### src/rtl/synfifo_param_if.sv
// Producer/consumer bundle for synfifo_param: write side, read side, fill flags and sticky errors.
// Handshake: wr_en offers data_in, taken at posedge unless full (a simultaneous accepted read frees a slot); rd_en takes the head word unless empty; refused requests only set the sticky flags.
interface synfifo_param_if #(
    parameter int WIDTH = 128,
    parameter int DEPTH = 8
);
    localparam int LW = $clog2(DEPTH + 1);

    logic             clr;
    logic             wr_en;
    logic [WIDTH-1:0] data_in;
    logic             rd_en;
    logic [WIDTH-1:0] data_out;
    logic             empty;
    logic             full;
    logic             almost_empty;
    logic             almost_full;
    logic [LW-1:0]    level;
    logic             overflow;
    logic             underflow;

    modport master (
        output clr, wr_en, data_in, rd_en,
        input  data_out, empty, full, almost_empty, almost_full, level, overflow, underflow
    );

    modport slave (
        input  clr, wr_en, data_in, rd_en,
        output data_out, empty, full, almost_empty, almost_full, level, overflow, underflow
    );
endinterface

### src/rtl/synfifo_param.sv
// Parametrised synchronous FIFO with fill level, thresholds, sticky error flags, flush and optional FWFT.
// Occupancy is tracked by an explicit level counter so all DEPTH slots are usable for any DEPTH.
module synfifo_param #(
    parameter int WIDTH     = 128,
    parameter int DEPTH     = 8,
    parameter int AF_THRESH = 6,
    parameter int AE_THRESH = 1,
    parameter int FWFT      = 0,
    parameter int LW        = $clog2(DEPTH + 1)
) (
    input logic           clk,
    input logic           rst,
    synfifo_param_if.slave bus
);
    localparam int PW = $clog2(DEPTH);

    logic [WIDTH-1:0] ram_q [DEPTH];
    logic [PW-1:0]    wr_ptr_q, wr_ptr_d;
    logic [PW-1:0]    rd_ptr_q, rd_ptr_d;
    logic [LW-1:0]    level_q, level_d;
    logic             overflow_q, overflow_d;
    logic             underflow_q, underflow_d;
    logic             empty_w, full_w;
    logic             rd_acc, wr_acc;
    logic             wr_drop, rd_drop;

    assign empty_w = (level_q == '0);
    assign full_w  = (level_q == LW'(DEPTH));

    // A write on full is still taken when the same cycle's read frees the head slot.
    assign rd_acc  = bus.rd_en & ~empty_w;
    assign wr_acc  = bus.wr_en & (~full_w | rd_acc);
    assign wr_drop = bus.wr_en & ~wr_acc;
    assign rd_drop = bus.rd_en & empty_w;

    function automatic logic [PW-1:0] ptr_inc(input logic [PW-1:0] p);
        return (p == PW'(DEPTH - 1)) ? '0 : p + PW'(1);
    endfunction

    always_comb begin
        wr_ptr_d    = wr_ptr_q;
        rd_ptr_d    = rd_ptr_q;
        level_d     = level_q;
        overflow_d  = overflow_q | wr_drop;
        underflow_d = underflow_q | rd_drop;

        if (wr_acc) begin
            wr_ptr_d = ptr_inc(wr_ptr_q);
        end
        if (rd_acc) begin
            rd_ptr_d = ptr_inc(rd_ptr_q);
        end

        case ({wr_acc, rd_acc})
            2'b10:   level_d = level_q + LW'(1);
            2'b01:   level_d = level_q - LW'(1);
            default: level_d = level_q;
        endcase

        if (bus.clr) begin
            wr_ptr_d    = '0;
            rd_ptr_d    = '0;
            level_d     = '0;
            overflow_d  = 1'b0;
            underflow_d = 1'b0;
        end
    end

    always_ff @(posedge clk) begin
        if (!rst) begin
            wr_ptr_q    <= '0;
            rd_ptr_q    <= '0;
            level_q     <= '0;
            overflow_q  <= 1'b0;
            underflow_q <= 1'b0;
        end else begin
            wr_ptr_q    <= wr_ptr_d;
            rd_ptr_q    <= rd_ptr_d;
            level_q     <= level_d;
            overflow_q  <= overflow_d;
            underflow_q <= underflow_d;
        end
    end

    // Storage is deliberately not reset; the level counter decides what is valid.
    always_ff @(posedge clk) begin
        if (rst && !bus.clr && wr_acc) begin
            ram_q[wr_ptr_q] <= bus.data_in;
        end
    end

    generate
        if (FWFT != 0) begin : g_fwft
            assign bus.data_out = empty_w ? '0 : ram_q[rd_ptr_q];
        end else begin : g_reg
            logic [WIDTH-1:0] data_q, data_d;

            always_comb begin
                data_d = data_q;
                if (!bus.clr && rd_acc) begin
                    data_d = ram_q[rd_ptr_q];
                end
            end

            always_ff @(posedge clk) begin
                if (!rst) begin
                    data_q <= '0;
                end else begin
                    data_q <= data_d;
                end
            end

            assign bus.data_out = data_q;
        end
    endgenerate

    assign bus.empty        = empty_w;
    assign bus.full         = full_w;
    assign bus.almost_empty = (level_q <= LW'(AE_THRESH));
    assign bus.almost_full  = (level_q >= LW'(AF_THRESH));
    assign bus.level        = level_q;
    assign bus.overflow     = overflow_q;
    assign bus.underflow    = underflow_q;
endmodule

### src/flat_wrapper.sv
// flat-port wrapper written by rule: the top's interface ports become plain ports
module synfifo_param_flat 
#(
    parameter int WIDTH     = 128,
    parameter int DEPTH     = 8,
    parameter int AF_THRESH = 6,
    parameter int AE_THRESH = 1,
    parameter int FWFT      = 0,
    parameter int LW        = $clog2(DEPTH + 1)
)
  (clk, rst, bus_clr, bus_wr_en, bus_data_in, bus_rd_en, bus_data_out, bus_empty, bus_full, bus_almost_empty, bus_almost_full, bus_level, bus_overflow, bus_underflow);
  synfifo_param_if #(.WIDTH(WIDTH), .DEPTH(DEPTH)) bus_i ();
  input logic clk;
  input logic rst;
  input wire logic [$bits(bus_i.clr)-1:0] bus_clr;
  input wire logic [$bits(bus_i.wr_en)-1:0] bus_wr_en;
  input wire logic [$bits(bus_i.data_in)-1:0] bus_data_in;
  input wire logic [$bits(bus_i.rd_en)-1:0] bus_rd_en;
  output wire logic [$bits(bus_i.data_out)-1:0] bus_data_out;
  output wire logic [$bits(bus_i.empty)-1:0] bus_empty;
  output wire logic [$bits(bus_i.full)-1:0] bus_full;
  output wire logic [$bits(bus_i.almost_empty)-1:0] bus_almost_empty;
  output wire logic [$bits(bus_i.almost_full)-1:0] bus_almost_full;
  output wire logic [$bits(bus_i.level)-1:0] bus_level;
  output wire logic [$bits(bus_i.overflow)-1:0] bus_overflow;
  output wire logic [$bits(bus_i.underflow)-1:0] bus_underflow;
  assign bus_i.clr = bus_clr;
  assign bus_i.wr_en = bus_wr_en;
  assign bus_i.data_in = bus_data_in;
  assign bus_i.rd_en = bus_rd_en;
  assign bus_data_out = bus_i.data_out;
  assign bus_empty = bus_i.empty;
  assign bus_full = bus_i.full;
  assign bus_almost_empty = bus_i.almost_empty;
  assign bus_almost_full = bus_i.almost_full;
  assign bus_level = bus_i.level;
  assign bus_overflow = bus_i.overflow;
  assign bus_underflow = bus_i.underflow;
  synfifo_param #(.WIDTH(WIDTH), .DEPTH(DEPTH), .AF_THRESH(AF_THRESH), .AE_THRESH(AE_THRESH), .FWFT(FWFT), .LW(LW)) u_core (.clk(clk), .rst(rst), .bus(bus_i));
endmodule
### config.mk
export PLATFORM = sky130hd
export DESIGN_NAME = synfifo_param_flat
export DESIGN_NICKNAME = d
export VERILOG_FILES = /design/src/rtl/synfifo_param_if.sv /design/src/rtl/synfifo_param.sv /design/src/flat_wrapper.sv
export SDC_FILE = /design/constraint.sdc
export NUM_CORES = 1
export LEC_CHECK = 0
export ABC_AREA = 1
export BUFFER_PORTS_ARGS = -buffer_cell sky130_fd_sc_hd__buf_2
export CAP_MARGIN = 20
export CORE_MARGIN = 3
export CORE_UTILIZATION = 35
export CTS_CLUSTER_SIZE = 30
export DETAILED_ROUTE_END_ITERATION = 8
export HOLD_SLACK_MARGIN = 0.05
export PLACE_DENSITY = 0.61
export SLEW_MARGIN = 20
export SYNTH_ARGS = -nofsm -noshare
export SYNTH_HDL_FRONTEND = slang
export SYNTH_SLANG_ARGS = --single-unit
### constraint.sdc
create_clock -name clk -period 8.66 [get_ports clk]
set_input_delay 1.299 -clock clk [delete_from_list [all_inputs] [get_ports clk]]
set_output_delay 1.299 -clock clk [all_outputs]
set_load 0.01 [all_outputs]
After elaboration in Yosys (flattened, before gate mapping)
Memory sizes are Yosys's and may differ from the RTL's. A register that Yosys moved wholly into a read port is not among the register bits.
Index checks and enable logic that the tools add are counted.

operators by class
  divide/modulo/power cells = 0
  reductions and logical operators = 8
  muxes and demuxes = 5
  equality and inequality tests = 5
  add/sub/neg operators = 4
  shifts and indexed selects = 0
  magnitude comparators = 2
  bitwise logic cells = 11
  multipliers = 0

operators by type and width
  operator                                                            number
  one-hot mux 4 bit (2 select lines)                                  1
  adder 3 x 1 -> 3 bit (second input constant)                        2
  equality test 3 bit (second input constant)                         2
  two-way mux 3 bit                                                   2
  adder 4 x 1 -> 4 bit (second input constant)                        1
  bitwise AND 1 bit                                                   4
  equality test 4 bit (second input constant)                         1
  greater-or-equal comparator 4 x 3 -> 1 bit (second input constant)  1
  <= comparator 4 x 1 -> 1 bit (second input constant)                1
  logical NOT 4 bit                                                   1
  NOT 1 bit                                                           4
  subtractor 4 x 1 -> 4 bit (second input constant)                   1
  logical AND 1 bit                                                   3
  bitwise OR 1 bit                                                    3
  equality test 2 x 1 -> 1 bit (second input constant)                1
  equality test 2 bit (second input constant)                         1
  logical NOT 1 bit                                                   2
  two-way mux 1 bit                                                   2
  nonzero test 2 bit                                                  1
  OR reduction 2 bit                                                  1

storage, ports and cells
  bits in writable memories = 1024
  memories kept = 1
  memory bits (read-only) = 0
  logic and storage cells = 41
  latch bits = 0
  register bits after elaboration = 12
  output and inout port bits = 138

memories
  memory        depth  bits a word  read ports  clocked after Yosys merged registers in  wr ports  RTL line             source
  u_core.ram_q  8      128          1           1                                        1         synfifo_param.sv:17  logic [WIDTH-1:0] ram_q [DEPTH];

Depth between registers and ports, before layout
Gate-level depths: netlist (run 1).

  depth in word-level cells = 8
  gate-level depth with buffers = 12
  depth with buffers taken out = 12

Worst setup path before layout (run 1)
OpenSTA, ideal clock, no wires.

  path type = input-to-reg
  start = input port bus_clr
  end = memory u_core.ram_q[2][0] (enable)
  required time = 8043 ps
  data arrival time = 7076 ps
  cell stages on the path = 5
  slack = 967 ps
  setup time = 617 ps
  cells stage by stage = inv_1 > nand2_1 > clkinv_1 > nand3_1 > nor2_1

on the way
  cells in the longest elaborated chain, start to end = 5

ends and longest elaborated chain
  item                                     RTL line             source
  start, declared                          flat_wrapper.sv:15   input wire logic [$bits(bus_i.clr)-1:0] bus_clr;
  logical NOT 1 bit                        synfifo_param.sv:87  if (rst && !bus.clr && wr_acc) begin
  logical AND 1 bit (2 in series)          synfifo_param.sv:87
  two-way mux 1 bit                        synfifo_param.sv:87
  two-way mux 1 bit (implied by the code)  synfifo_param.sv:88  ram_q[wr_ptr_q] <= bus.data_in;
  end, declared                            synfifo_param.sv:17

Every way passes these cells.

Worst setup path in the final report (run 1)
  start = input port rst
  end = memory u_core.ram_q[2][84] (enable)

on the way
  cells in the longest elaborated chain, start to end = 4

ends and longest elaborated chain
  item                                     RTL line             source
  start, declared                          flat_wrapper.sv:14   input logic rst;
  logical AND 1 bit (2 in series)          synfifo_param.sv:87
  two-way mux 1 bit                        synfifo_param.sv:87
  two-way mux 1 bit (implied by the code)  synfifo_param.sv:88

Every way passes these cells.

==> key figures, run 1 <==
Synth
  • Adder-cell area share of the yosys netlist: less than 1%
  • Ys Warns: 0
  • Mux cell area share after synthesis: 0%
  • Post-synthesis compound-gate area fraction: around 1.7%
  • Most area-hungry cell type in the Yosys netlist: edfxtp_1
  • Top cells by area, synth: edfxtp_1 62%, nand2_1 11%, inv_1 8.9%
  • Post-Syn Nets: roughly 5.1k
  • Yosys top cell area share: around 62%
  • Combinational family with the most area after synthesis: simple AND/OR/NAND/NOR gates
  • Average cell area after synthesis: between 9 and 10 um2
  • Seq cells post-synth: 1164
  • Yosys cell types: 24
  • Mapped Area: 49600 um2
  • XOR/XNOR Fraction of Synth Area: less than 1%
  • Cells after synthesis: 4969
  • Simple-gate share of the synthesized area: 18.9%
  • Register area share after synthesis: between 60% and 70%

Final layout
  • Layout cells sized above 1: between 10% and 20%
  • Nets: around 5.3k
  • Filler cells: about 13k
  • Finished layout cell area: roughly 56000 um2
  • Fin util: ~40%
  • P&R area growth vs syn: 13.6%

Detailed routing
  • Via Count: approximately 32k
  • Final WL: between 100000 and 150000 um
  • Drt wl/cell: between 15 and 20 um
  • DRC Markers: 0
  • Remaining antenna violation count: 0
  • Mean number of vias per cell: approximately 4.5
  • Pre-Repair DR Iteration Count: 6
  • DR iter-0 viols: ~2.4k

Worst setup path
  • CP top delay family: buffers and inverters
  • R2R depth: 7
  • WS Path Type: in2reg
  • Critical path endpoint category: flip-flop
  • Reg2reg start: u_core.bus.level[0]
  • Crit path required time: 9010 ps
  • CP bufs+invs: 3
  • Max stage delay on crit path: between 800 and 900 ps
  • Critical-path top delay cell: buf_4
  • RR Endpoint: u_core.bus.data_out[18]
  • Worst setup SP type: input port
  • Cell breakdown of the critical path: buf_6, nand2_1, clkinv_1, nand3_1, nor2_4, buf_4
  • Reg2reg setup slack: approximately 5100 ps
  • Worst Path Max Fanout: 60
  • Critical path arrival: 4250 ps

Clocking
  • Root Buffer: clkbuf_16
  • CTS buffer count: between 100 and 150
  • CTS HTree Levels: 3
  • Clock sink count: ~1.2k
  • Clk buf depth: 3
  • Clock Latency Late Sink: between 700 and 800 ps
  • Number of gates resized after cts: 0
  • CTS tree: done
  • Clock-pin slew of the registers on the worst-case setup and hold paths: approximately 60 ps
  • Setup bufs post-CTS: 0
  • Hold-fix buffers at CTS: 0

Die
  • Die height: 382 um
  • Core Area: 140000 um2
  • Die ar.: approximately 150000 um2
  • Die X: around 380 um
  • Initial Utilization: 35.4%
  • Row count: around 140
  • # IOs: 271

Placement
  • Placed inst area: 52500 um2
  • Final HPWL DP: 66200 um
  • Port Buf Inserts: 270
  • Gpl congestion: 0.766

Flow run
  • Max cap viols: 0

STA
  • RSZ-0062 raised after global routing: false
  • Max-slew headroom: about 19%
  • Slew @ Worst Pin: approximately 1200 ps
  • Post-route clock skew: 44.4 ps
  • Final Cycle Share: between 40% and 50%
  • Setup TNS: 0 ps
  • Final hold slack: a little over 500 ps
  • Final setup viols: 0
  • Final number of hold-violating endpoints: 0
  • Final Max Slew Viols: 0
  • Fmax: about 260 MHz
  • Final Critical Period: approximately 3900 ps

Power
  • Worst VDD drop: 181 uV
  • PwrDens: around 210 nW/um2
  • Leakage power: between 20 and 30 nW

Min path
  • Hold crit path type: reg2reg
  • Hold Path Origin: u_core.bus.data_out[23]
  • Worst hold stages: 4
  • WHS Endpoint: u_core.bus.data_out[23]

Global route
  • GR Util All Layers: 16.6%
  • Global routing's busiest layer: met2
  • Met2 usage: 25.7%
  • Global Route met1 Usage: ~22%
  • Met3 Use GR: under 10%
  • Initial antenna violation count: 48
  • First-pass GRT wire length: between 150000 and 200000 um
  • Grt total ovfl: 0
  • Vias in the first global route: approximately 31k
  • Largest net degree at the start of global routing: 256

Outcome
  • Status: completed
## through the flow
stage	setup WS (ps)	std cells	total power, W
3_5_place_dp	3910	6909	0.00687
5_1_grt	4580	7139	0.0122
3_3_place_gp	3960	6909	0.00687
6_report	4760	7152	0.0118
4_1_cts	4720	7130	0.0119
2_1_floorplan	967	4969	0.00663
## logic make-up (layout without fill, tap and decap cells)
group / count (synthesis) / in the layout
AO/OA/AOI/OAI: 141 / 141
XOR/XNOR: 1 / 1
adder cells (fa/ha/maj): 9 / 9
buffers and inverters: 1414 / 1699
flip-flops: 1164 / 1164
other: 0 / 22
AND/OR/NAND/NOR: 2240 / 2240
## layer usage
metal  wire, um  share of wire (%)
met1      55700                 45
met2      54900                 45
met3       8560                7.0
met4       3500                2.9
met5        177               0.14
## cell usage in the layout (no fill, tap or decap), types with 4 or more instances in the layout
| master | count |
|---|---|
| a21oi_1 | 94 |
| a21oi_2 | 40 |
| buf_12 | 4 |
| buf_2 | 269 |
| buf_4 | 29 |
| bufinv_16 | 11 |
| clkbuf_1 | 24 |
| clkbuf_16 | 117 |
| clkbuf_8 | 10 |
| clkinv_1 | 28 |
| clkinv_2 | 18 |
| dfxtp_1 | 137 |
| diode_2 | 22 |
| edfxtp_1 | 1024 |
| ha_1 | 9 |
| inv_1 | 1169 |
| inv_6 | 5 |
| nand2_1 | 1433 |
| nand3_1 | 775 |
| nor2_1 | 19 |
| nor2_4 | 8 |
| o21ai_0 | 4 |
## flip-flops by register name (all words and copies together), names as in the netlist
register / count
u_core.rd_ptr_q: 3
u_core.ram_q: 1024
u_core.bus.underflow: 1
u_core.bus.overflow: 1
u_core.bus.data_out: 128
u_core.bus.level: 4
u_core.wr_ptr_q: 3
## tightest hold or removal path: stages, from the launching register on
cell	delay, ps
dfxtp_1	310
inv_1	40
nand2_1	40
nand2_1	50
a21oi_1	30
## worst max path at each step
stage	start	endpoint	slack [ps]	cells after the start
2_1_floorplan	bus_clr	u_core.ram_q[2][0]	970	5
3_3_place_gp	rst	u_core.ram_q[2][86]	3960	6
3_5_place_dp	rst	u_core.ram_q[6][51]	3910	6
4_1_cts	rst	u_core.ram_q[6][55]	4720	6
5_1_grt	rst	u_core.ram_q[2][83]	4580	6
6_report	rst	u_core.ram_q[2][84]	4760	6
## cells in the mapped netlist, drive strengths merged
cell / instances
nor3: 3
inv: 1173
ha: 9
nand2: 1433
o21ai: 4
dfxtp: 140
buf: 193
nand3: 776
nand4: 1
nor2: 27
a21oi: 134
clkbuf: 47
xor2: 1
o21a: 2
clkinv: 1
a211oi: 1
edfxtp: 1024
## cell type report
class | instances | area [um2] | area share [%]
multi-input cells | 2391 | 10400 | 18.5
repair buffers | 304 | 1670 | 2.96
diodes | 22 | 55.1 | 0.0977
clock buffers | 151 | 3160 | 5.60
flip-flops and latches | 1164 | 33600 | 59.6
well taps | 1876 | 2350 | 4.16
clock inverters | 70 | 691 | 1.23
inverters | 1174 | 4440 | 7.88
## where the power goes
group | internal, W | switching (W)
sequential | 0.00616 | 0.0000350
combinational | 0.000155 | 0.000395
clock | 0.00290 | 0.00214
total | 0.00922 | 0.00257
Power figures use the tool's default switching activity.
==> inputs of run 2 (changes only) <==
--- a/config.mk
+++ b/config.mk
@@ -13,7 +13,7 @@
 export CTS_CLUSTER_SIZE = 30
 export DETAILED_ROUTE_END_ITERATION = 8
 export HOLD_SLACK_MARGIN = 0.05
-export PLACE_DENSITY = 0.61
+export PLACE_DENSITY = 0.62
 export SLEW_MARGIN = 20
 export SYNTH_ARGS = -nofsm -noshare
 export SYNTH_HDL_FRONTEND = slang
==> constraint.sdc (replaced) <==
create_clock -name clk -period 3.51 [get_ports clk]
set_input_delay 0.5265 -clock clk [delete_from_list [all_inputs] [get_ports clk]]
set_output_delay 0.5265 -clock clk [all_outputs]
set_load 0.01 [all_outputs]
==> run 2 against run 1 <==
  * Clock-buffer cell count increased by 3
  * Utilization increased by 0.71 points
  * Critical path depth decreased by 3
  * Global-route usage increased by 0.47 points
  * Routed wire length increased by 3.0%
  * Non-clock buffer count increased by 65
  * Cell count increased by 0.82%
  * Sequential power increased by 150%
  * Flip-flop and latch count unchanged
  * Design area increased by 1.8%
  * Worst setup slack got worse by 4100 ps
  * Sequential share of layout area decreased by 1.0 points
  * Largest power group unchanged
==> key figures, run 2 (synthesis gave the netlist of run 1 again) <==
Outcome
  • Status: completed (unchanged)

Power
  • Combinational power share: 5.1% (was 4.7%)
  • Net Sw Frac: 21.9% (was 21.8%)
  • Seq pwr share: 51.9% (was 52.6%)
  • Clock power frac: 43.0% (was 42.7%)
  • Net switching power: 0.00645 W (was 0.00257 W)
  • Worst VDD drop: 375 uV (was 181 uV)
  • Internal Power: 0.0230 W (was 0.00922 W)
  • Leakage power: 25.5 nW (was 25.1 nW)
  • PwrDens: 513 nW/um2 (was 209 nW/um2)

Final layout
  • Nets: 5357 (was 5293)
  • Most common cell after layout, fill and taps aside: nand2_1 (unchanged)
  • Filler cells: 13.4k (was 13.3k)
  • Fin util: 41.0% (was 40.2%)
  • P&R area growth vs syn: 15.6% (was 13.6%)
  • Max reg flops: 1024 (unchanged)
  • Multi-input gate area: 10500 um2 (was 10400 um2)
  • Final cell count without fillers: 7211 (was 7152)
  • Sequential cell area: 33600 um2 (about the same)
  • Layout cells sized above 1: 10.5% (was 10.1%)
  • Most frequent cells in the layout: 1432 x nand2_1, 1168 x inv_1, 1024 x edfxtp_1, 774 x nand3_1, 269 x buf_2 (was 1433 x nand2_1, 1169 x inv_1, 1024 x edfxtp_1, 775 x nand3_1, 269 x buf_2)
  • Top reg by flops: u_core.ram_q (unchanged)

Worst setup path
  • Cell breakdown of the critical path: inv_1, o21ai_0, buf_2 (was buf_6, nand2_1, clkinv_1, nand3_1, nor2_4, buf_4)
  • Reg2reg start: u_core.bus.level[1] (was u_core.bus.level[0])
  • RR Endpoint: u_core.ram_q[2][112] (was u_core.bus.data_out[18])
  • Max stage delay on crit path: 690 ps (was 880 ps)
  • R2R depth: 8 (was 7)
  • Worst Path Max Fanout: 5 (was 60)
  • Reg2reg setup slack: 1020 ps (was 5100 ps)
  • Critical path endpoint category: primary output (was flip-flop)
  • Critical path arrival: 2290 ps (was 4250 ps)
  • CP endpoint: bus_almost_full (was u_core.ram_q[2][84])
  • Crit path required time: 2980 ps (was 9010 ps)
  • Worst setup SP type: flip-flop (was input port)
  • Critical Path Source: u_core.bus.level[2] (was rst)
  • Critical-path top delay cell: o21ai_0 (was buf_4)
  • WS Path Type: reg2out (was in2reg)

STA
  • Final number of hold-violating endpoints: 0 (unchanged)
  • Final Max Slew Viols: 0 (unchanged)
  • Final setup viols: 0 (unchanged)
  • Final Cycle Share: between 80% and 90%
  • Max-slew headroom: 28.7% (was 19.4%)
  • Final Critical Period: 2810 ps
  • RSZ-0062 raised after global routing: false (unchanged)
  • Post-route clock skew: 30.6 ps (was 44.4 ps)
  • Fmax: approximately 360 MHz
  • Slew @ Worst Pin: 1070 ps (was 1210 ps)

Placement
  • Final HPWL DP: 74000 um (was 66200 um)
  • Gpl congestion: 0.815 (was 0.766)
  • Inst Count DP: 6920 (was 6909)
  • Port Buf Inserts: 270 (unchanged)

Clocking
  • CTS HTree Levels: 3 (unchanged)
  • Root Buffer: clkbuf_16 (unchanged)
  • CTS buffer count: 115 (was 116)
  • Number of gates resized after cts: 0 (unchanged)
  • Clock Latency Late Sink: 740 ps (about the same)
  • Clock sink count: 1164 (unchanged)
  • Clock-pin slew of the registers on the worst-case setup and hold paths: 60 ps (about the same)
  • Clk buf depth: 3 (unchanged)
  • Hold-fix buffers at CTS: 53 (was 0)
  • Setup bufs post-CTS: 0 (unchanged)
  • CTS tree: done (unchanged)

Global route
  • GR Util All Layers: 17.1% (was 16.6%)
  • Largest net degree at the start of global routing: 234 (was 256)
  • Grt total ovfl: 0 (unchanged)
  • Vias in the first global route: 31.2k (about the same)
  • First-pass GRT wire length: 193000 um (was 186000 um)
  • Initial antenna violation count: 30 (was 48)

Detailed routing
  • Mean number of vias per cell: 4.53 (was 4.51)
  • DRC Markers: 0 (unchanged)
  • Drt wl/cell: 17.5 um (was 17.2 um)
  • Via Count: 32.7k (was 32.3k)
  • Remaining antenna violation count: 0 (unchanged)
  • Final WL: 126000 um (was 123000 um)
  • Pre-Repair DR Iteration Count: 5 (was 6)
  • DR iter-0 viols: 2764 (was 2357)

Die
  • Die ar.: 146000 um2 (unchanged)
  • Row count: 137 (unchanged)
  • Die height: 382 um (unchanged)
  • Initial Utilization: 35.4% (unchanged)
  • # IOs: 271 (unchanged)
  • Core Area: 140000 um2 (unchanged)
  • Die X: 382 um (unchanged)

Min path
  • Hold crit path type: in2reg (was reg2reg)

Flow run
  • Max cap viols: 0 (unchanged)
[run 2: final cells by class]
type                       count  share of cell area, %
timing repair buffer         369                   4.47
clock buffer                 154                   5.61
tap                         1876                   4.09
sequential                  1164                   58.5
inverter                    1174                   7.74
clock inverter                65                   1.24
multi-input combinational   2391                   18.2
antenna                       18                 0.0785
[run 2: metrics by stage]
| stage | total power (W) | setup TNS (ps) | hold slack (ps) | setup WS [ps] | area, um2 |
|---|---|---|---|---|---|
| final | 0.0294 | 0 | 104 | 698 | 57400 |
| after global routing | 0.0305 | 0 | 81.1 | 642 | 57300 |
| after CTS | 0.0298 | 0 | 50.5 | 665 | 57300 |
| after detailed placement | 0.0170 | 0 | 456 | 668 | 52800 |
| after global placement | 0.0170 | 0 | 471 | 679 | 52800 |
| after floorplan | 0.0164 | -466 | 509 | -3.64 | 49700 |
[run 2: how the worst min path moves through the flow]
stage	cells after the start	start	end	slack (ps)
2_1_floorplan	1	u_core.bus.overflow	u_core.bus.overflow	510
3_3_place_gp	1	u_core.bus.overflow	u_core.bus.overflow	470
3_5_place_dp	1	u_core.bus.overflow	u_core.bus.overflow	460
4_1_cts	1	bus_data_in[82]	u_core.ram_q[4][82]	50
5_1_grt	1	bus_data_in[117]	u_core.ram_q[4][117]	80
6_report	1	bus_data_in[117]	u_core.ram_q[1][117]	100
[run 2: worst max-delay path: cells and delay by family (launching register included)]
family                 cells  cell delay (ps)
AOI/OAI and AO/OA          1              690
buffers and inverters      2              400
DFF                        1              470
[run 2: power groups by stage]
stage	clock [W]	combinational, W	sequential [W]
global placement	0	0.00144	0.0156
finish	0.0127	0.00149	0.0153
CTS	0.0130	0.00151	0.0153
detailed placement	0	0.00146	0.0156
global route	0.0135	0.00167	0.0153
floorplan	0	0.000742	0.0156
[run 2: layer usage]
layer	track usage (%)	routed length, um	vias to the layer above
met2	27.3	58200	854
met4	5.44	3390	18
met5	0	122	-
met3	4.24	9360	191
li1	-	-	16200
met1	22.8	55400	15500
